`src/rtl/fetch_control_unit_pkg.sv`:
```
// Shared fetch front-end definitions: FSM state encoding, the NOP instruction
// word and the register/address field widths used across the pipeline.
package fetch_control_unit_pkg;

    localparam int REG_W  = 5;
    localparam int ADDR_W = 32;

    localparam logic [31:0] NOP = 32'h0000_0000;

    typedef enum logic [1:0] {
        BOOT     = 2'd0,
        RUN      = 2'd1,
        MEM_WAIT = 2'd2
    } fcu_state_t;

endpackage

```
`src/rtl/fetch_control_unit_hazard_detect.sv`:
```
// Load-use hazard equation: the load in EX writes a register the instruction in
// ID reads. Register 0 is hardwired to zero, so it never creates a dependency.
// Purely combinational so the forwarding unit can reuse it.
module hazard_detect
    import fetch_control_unit_pkg::*;
(
    input  logic             mem_read,
    input  logic [REG_W-1:0] ex_rt,
    input  logic [REG_W-1:0] id_rs,
    input  logic [REG_W-1:0] id_rt,
    output logic             hz
);

    // Flag a dependency on a non-zero load destination.
    always_comb begin
        hz = 1'b0;
        if (mem_read && (ex_rt != 5'd0) && ((ex_rt == id_rs) || (ex_rt == id_rt))) begin
            hz = 1'b1;
        end else begin
            hz = 1'b0;
        end
    end

endmodule

```
`src/rtl/fetch_control_unit.sv`:
```
// Fetch sequencing controller. Chooses each cycle whether the PC advances,
// redirects or holds, and whether IF/ID loads, holds or is flushed to a NOP.
// A redirect seen while instruction memory is waiting is parked in the
// pending register and replayed when memory becomes ready.
module fetch_control_unit
    import fetch_control_unit_pkg::*;
#(
    parameter bit DELAY_SLOT = 1'b1,
    parameter int CNT_W      = 16
) (
    input  logic              clk,
    input  logic              reset,
    input  logic              imem_ready,
    input  logic              id_ex_mem_read,
    input  logic [REG_W-1:0]  id_ex_rt,
    input  logic [REG_W-1:0]  if_id_rs,
    input  logic [REG_W-1:0]  if_id_rt,
    input  logic              branch_taken,
    input  logic [ADDR_W-1:0] branch_target,
    output logic              pc_le,
    output logic              pc_sel,
    output logic [ADDR_W-1:0] redirect_pc,
    output logic              ifid_le,
    output logic              ifid_flush,
    output logic              idex_bubble,
    output logic [CNT_W-1:0]  stall_count
);

    fcu_state_t        state_r;
    fcu_state_t        state_next_s;
    logic              pend_r;
    logic              pend_next_s;
    logic [ADDR_W-1:0] pend_target_r;
    logic [ADDR_W-1:0] pend_target_next_s;
    logic [CNT_W-1:0]  stall_count_r;
    logic              hz_s;
    logic              stalled_s;

    hazard_detect u_hazard_detect (
        .mem_read (id_ex_mem_read),
        .ex_rt    (id_ex_rt),
        .id_rs    (if_id_rs),
        .id_rt    (if_id_rt),
        .hz       (hz_s)
    );

    // State, pending redirect and stall counter; reset is asynchronous.
    always_ff @(posedge clk or negedge reset) begin
        if (!reset) begin
            state_r       <= BOOT;
            pend_r        <= 1'b0;
            pend_target_r <= {ADDR_W{1'b0}};
            stall_count_r <= {CNT_W{1'b0}};
        end else begin
            state_r       <= state_next_s;
            pend_r        <= pend_next_s;
            pend_target_r <= pend_target_next_s;
            if (stalled_s && !(&stall_count_r)) begin
                stall_count_r <= stall_count_r + {{(CNT_W-1){1'b0}}, 1'b1};
            end else begin
                stall_count_r <= stall_count_r;
            end
        end
    end

    // Next-state and output decode in priority: memory wait, hazard, redirect.
    always_comb begin
        state_next_s       = state_r;
        pend_next_s        = pend_r;
        pend_target_next_s = pend_target_r;
        pc_le              = 1'b0;
        pc_sel             = 1'b0;
        ifid_le            = 1'b0;
        ifid_flush         = 1'b0;
        idex_bubble        = 1'b0;

        case (state_r)
            BOOT: begin
                // PC held, IF/ID holds a NOP for exactly one cycle.
                ifid_flush   = 1'b1;
                state_next_s = RUN;
            end

            RUN: begin
                if (!imem_ready) begin
                    ifid_flush   = 1'b1;
                    state_next_s = MEM_WAIT;
                    if (branch_taken && !hz_s) begin
                        pend_next_s        = 1'b1;
                        pend_target_next_s = branch_target;
                    end else begin
                        pend_next_s        = pend_r;
                        pend_target_next_s = pend_target_r;
                    end
                end else if (hz_s) begin
                    // Branch operands are stale; ID re-presents the branch.
                    idex_bubble = 1'b1;
                end else if (branch_taken) begin
                    pc_le  = 1'b1;
                    pc_sel = 1'b1;
                    if (DELAY_SLOT) begin
                        ifid_le = 1'b1;
                    end else begin
                        ifid_flush = 1'b1;
                    end
                end else begin
                    pc_le   = 1'b1;
                    ifid_le = 1'b1;
                end
            end

            MEM_WAIT: begin
                if (!imem_ready) begin
                    ifid_flush = 1'b1;
                    // First redirect wins; later ones are dropped.
                    if (branch_taken && !pend_r) begin
                        pend_next_s        = 1'b1;
                        pend_target_next_s = branch_target;
                    end else begin
                        pend_next_s        = pend_r;
                        pend_target_next_s = pend_target_r;
                    end
                end else begin
                    state_next_s = RUN;
                    if (pend_r) begin
                        pc_le       = 1'b1;
                        pc_sel      = 1'b1;
                        pend_next_s = 1'b0;
                        if (DELAY_SLOT) begin
                            ifid_le = 1'b1;
                        end else begin
                            ifid_flush = 1'b1;
                        end
                    end else begin
                        pc_le   = 1'b1;
                        ifid_le = 1'b1;
                    end
                end
            end

            default: begin
                ifid_flush   = 1'b1;
                state_next_s = BOOT;
                pend_next_s  = 1'b0;
            end
        endcase
    end

    // Redirect address: a parked redirect overrides the live branch target.
    always_comb begin
        redirect_pc = {ADDR_W{1'b0}};
        if (state_r == BOOT) begin
            redirect_pc = {ADDR_W{1'b0}};
        end else if (pend_r) begin
            redirect_pc = pend_target_r;
        end else begin
            redirect_pc = branch_target;
        end
    end

    // A stalled cycle is any post-boot cycle in which the PC does not load.
    always_comb begin
        stalled_s = 1'b0;
        if ((state_r == RUN) || (state_r == MEM_WAIT)) begin
            stalled_s = !pc_le;
        end else begin
            stalled_s = 1'b0;
        end
    end

    assign stall_count = stall_count_r;

endmodule

```
`config.mk`:
```
export PLATFORM = sky130hd
export DESIGN_NAME = fetch_control_unit
export DESIGN_NICKNAME = d
export VERILOG_FILES = /design/src/rtl/fetch_control_unit_pkg.sv /design/src/rtl/fetch_control_unit_hazard_detect.sv /design/src/rtl/fetch_control_unit.sv
export SDC_FILE = /design/constraint.sdc
export NUM_CORES = 1
export LEC_CHECK = 0
export CAP_MARGIN = 20
export CORE_ASPECT_RATIO = 0.8
export CORE_MARGIN = 5
export CORE_UTILIZATION = 30
export CTS_BUF_LIST = sky130_fd_sc_hd__clkbuf_2
export CTS_CLUSTER_SIZE = 14
export DETAILED_ROUTE_END_ITERATION = 10
export PLACE_DENSITY = 0.69
export SKIP_CTS_REPAIR_TIMING = 1
export SLEW_MARGIN = 20
export SYNTH_ARGS = -nofsm -noshare
export SYNTH_HDL_FRONTEND = slang
export SYNTH_HIERARCHICAL = 1
export SYNTH_SLANG_ARGS = --single-unit
```
`constraint.sdc`:
```
create_clock -name clk -period 1.9 [get_ports clk]
set_clock_uncertainty 0.05 [all_clocks]
set_input_delay 0.475 -clock clk [delete_from_list [all_inputs] [get_ports clk]]
set_output_delay 0.475 -clock clk [all_outputs]
set_load 0.02 [all_outputs]
```
==> results.ini <==
[status]
status = finished, violations left
violations = setup timing

[routing]
drcViolationCount = 0
drt_iter0_markers = 58
wl_per_cell_microns = 15.82
firstDrtPassIters = 4
vias_per_cell = 4.725
wl_microns = 8703
vias = 2599
ant_nets = 0

[clock_tree]
cts_sinks = 51
insertion_delay_ns = 0.40
clk_path_buf_depth = 2
clk_pin_slew_ns = 0.23
cts_buffers = 5
cts_tree = done
cts_max_level = 2
clockRootBuffer = clkbuf_2

[power_and_ir_drop]
p_leak_nw = 2.596
seqPwrFrac = 0.263
p_comb_frac = 0.653
irDropWorstVdd_mv = 0.7955
switchingPower_mw = 2.732
p_int_mw = 3.956
pwr-share-clk = 0.084
switching_share = 0.4085
p_per_area_mw_per_mm2 = 1339
p_total_mw = 6.688

[place]
portBuffers = 104
dpl.hpwl_microns = 5943
gp_congestion = 0.7485
dp_slack_ns = -1.211

[timing]
fmax_mhz = 428.7
final-hold-violation-count = 0
setup_ws_ns = -0.4327
rsz0062_at_grt = true
tightest_slew_ns = 0.3998
post-route-min-period_ns = 2.333
slew_headroom = 0.7325
worst_hold_slack_ns = 0.4868
fin_setup_tns_ns = -19.89
finalMaxSlewViolations = 0
setup_viol_count_final = 86
period_share = 1.228

[setup_path]
required_ns = 1.37
r2r_start = state_r[0]
crit_arrival_ns = 1.81
cp-startpoint = id_ex_rt[4]
end_kind = primary output
crit_path_start_kind = input pin
crit_fanout = 3
r2r_slack_ns = -0.20
worstSetupPathType = input pin to primary output

[yosys]
ys_seq_area_frac = 0.4365
synth_ff_type = dfrtp_1
yosysMostFrequentCell = dfrtp_1
yosys.area.top_type_share = 0.4365
ys_ff_latch = 51
yosysUniqueCellTypes = 37
syn-num-nets = 325
synth_area_sq_mm = 0.002924
yosysWarnings = 6
synth_common_cells = dfrtp_1, nor2_1, mux2_2
synth_top_cell_by_area = dfrtp_1
synth_edf_count = 0
syn_area_per_cell_sq_um = 10.95
synth_area_leaders = dfrtp_1, mux2_2, mux2i_1, xor2_1, nor2_1
synthArstFlopShare = 1.000
syn_inst = 267

[hold_path]
hp-start = pend_target_r[2]
hold_class = flip-flop to flip-flop

[global_routing]
antenna_found_initial = 0
grt-ovfl-total = 0
grt_pass1_vias = 2639
grt_max_degree = 52
grt_pass1_wl_microns = 12920
track_usage = 0.1302

[flow_run]
max-cap-violations = 0

[floorplanning]
start_util = 0.3056
die_area_sq_mm = 0.01183
ios = 105
coreArea_sq_mm = 0.009569
dieHeight_microns = 98.31
die_x_microns = 120.4
num_rows = 32

[finish]
fin_util = 0.5218
multiInputGateArea_sq_mm = 0.001861
n_antenna_cell = 0
syn2layout_area_growth_pct = 70.77
regArea_sq_mm = 0.001277
drive_gt1_frac = 0.4339
fin_nets = 489
nFillCells = 853

routing by layer:
| metal | vias to the layer above | GRT usage | share of wire |
|---|---|---|---|
| met5 | - | 0 | 0 |
| met1 | 1257 | 0.1672 | 0.44 |
| met3 | 6 | 0.03880 | 0.063 |
| met2 | 80 | 0.2190 | 0.49 |
| li1 | 1256 | - | - |
| met4 | 0 | 0.02526 | 0.0074 |
power groups by stage:
stage                     combinational (mW)  sequential, mW  clock [mW]
after global placement                  3.70            1.75           0
after CTS                               3.80            1.76       0.592
after floorplan                         2.04            1.82           0
final                                   4.37            1.76       0.562
after detailed placement                3.79            1.78           0
after global routing                    4.69            1.81       0.625
cells by family after synthesis:
logic type               after synthesis  synth area share
AND/OR/NAND/NOR                       90            0.1665
multiplexers                          67            0.2456
flip-flops                            51            0.4365
XOR/XNOR                              24           0.07189
buffers and inverters                 18           0.03252
AO/OA/AOI/OAI                         11           0.02139
adder cells (fa/ha/maj)                6           0.02567
worst max-delay path: stages:
cell     delay [ns]
buf_6          0.09
buf_6          0.11
xor2_1         0.15
nor3_1         0.18
nand3_1        0.15
a21oi_4        0.21
nor2_1         0.07
a22oi_1        0.14
nor2_1         0.07
buf_4          0.15
flip-flops by register name, summed over array words and instances (netlist names):
| register | cells |
|---|---|
| pend_target_r | 32 |
| state_r | 2 |
| pend_r | 1 |
| stall_count | 16 |
path summary, 6_finish.rpt:
path / end / depth (start not counted)
max: pc_sel / 10
min: pend_target_r[2] / 1
max reg2reg: pend_target_r[1] / 9
min reg2reg: pend_target_r[2] / 1
max in group asynchronous: pend_r / 3
min in group asynchronous: pend_target_r[18] / 3
cells in the final DEF, fill, tap and decap left out, types with 2 or more instances in the layout:
master / instances
buf_2: 19
dfrtp_1: 50
nand2_1: 10
buf_6: 15
mux2_2: 33
inv_2: 3
buf_12: 4
buf_8: 2
mux2i_1: 32
xnor2_1: 4
nand4_1: 3
and3_1: 3
nor2_4: 3
o21ai_0: 3
clkbuf_16: 2
buf_4: 58
xor2_1: 18
mux2_4: 2
nor4_4: 7
nor3_4: 4
nor2_1: 33
clkbuf_2: 9
nand3_1: 8
a21oi_4: 3
dlymetal6s2s_1: 32
nand3_4: 2
clkdlybuf4s50_1: 35
nor2_2: 3
ha_1: 5
xor2_2: 2
layout make-up:
class,count,area share
clock buffers,6,0.006014
clock inverters,1,0.006014
inverters,3,0.002255
multi-input cells,199,0.3726
flip-flops and latches,51,0.2558
well taps,119,0.02982
repair buffers,171,0.3275
per-stage QoR:
step / cells / area (sq um)
after global routing: 550 / 4994
after CTS: 528 / 4562
final: 550 / 4994
after floorplan: 267 / 3015
after global placement: 521 / 4502
after detailed placement: 521 / 4502
No activity file was read; power rests on OpenSTA's default activity.
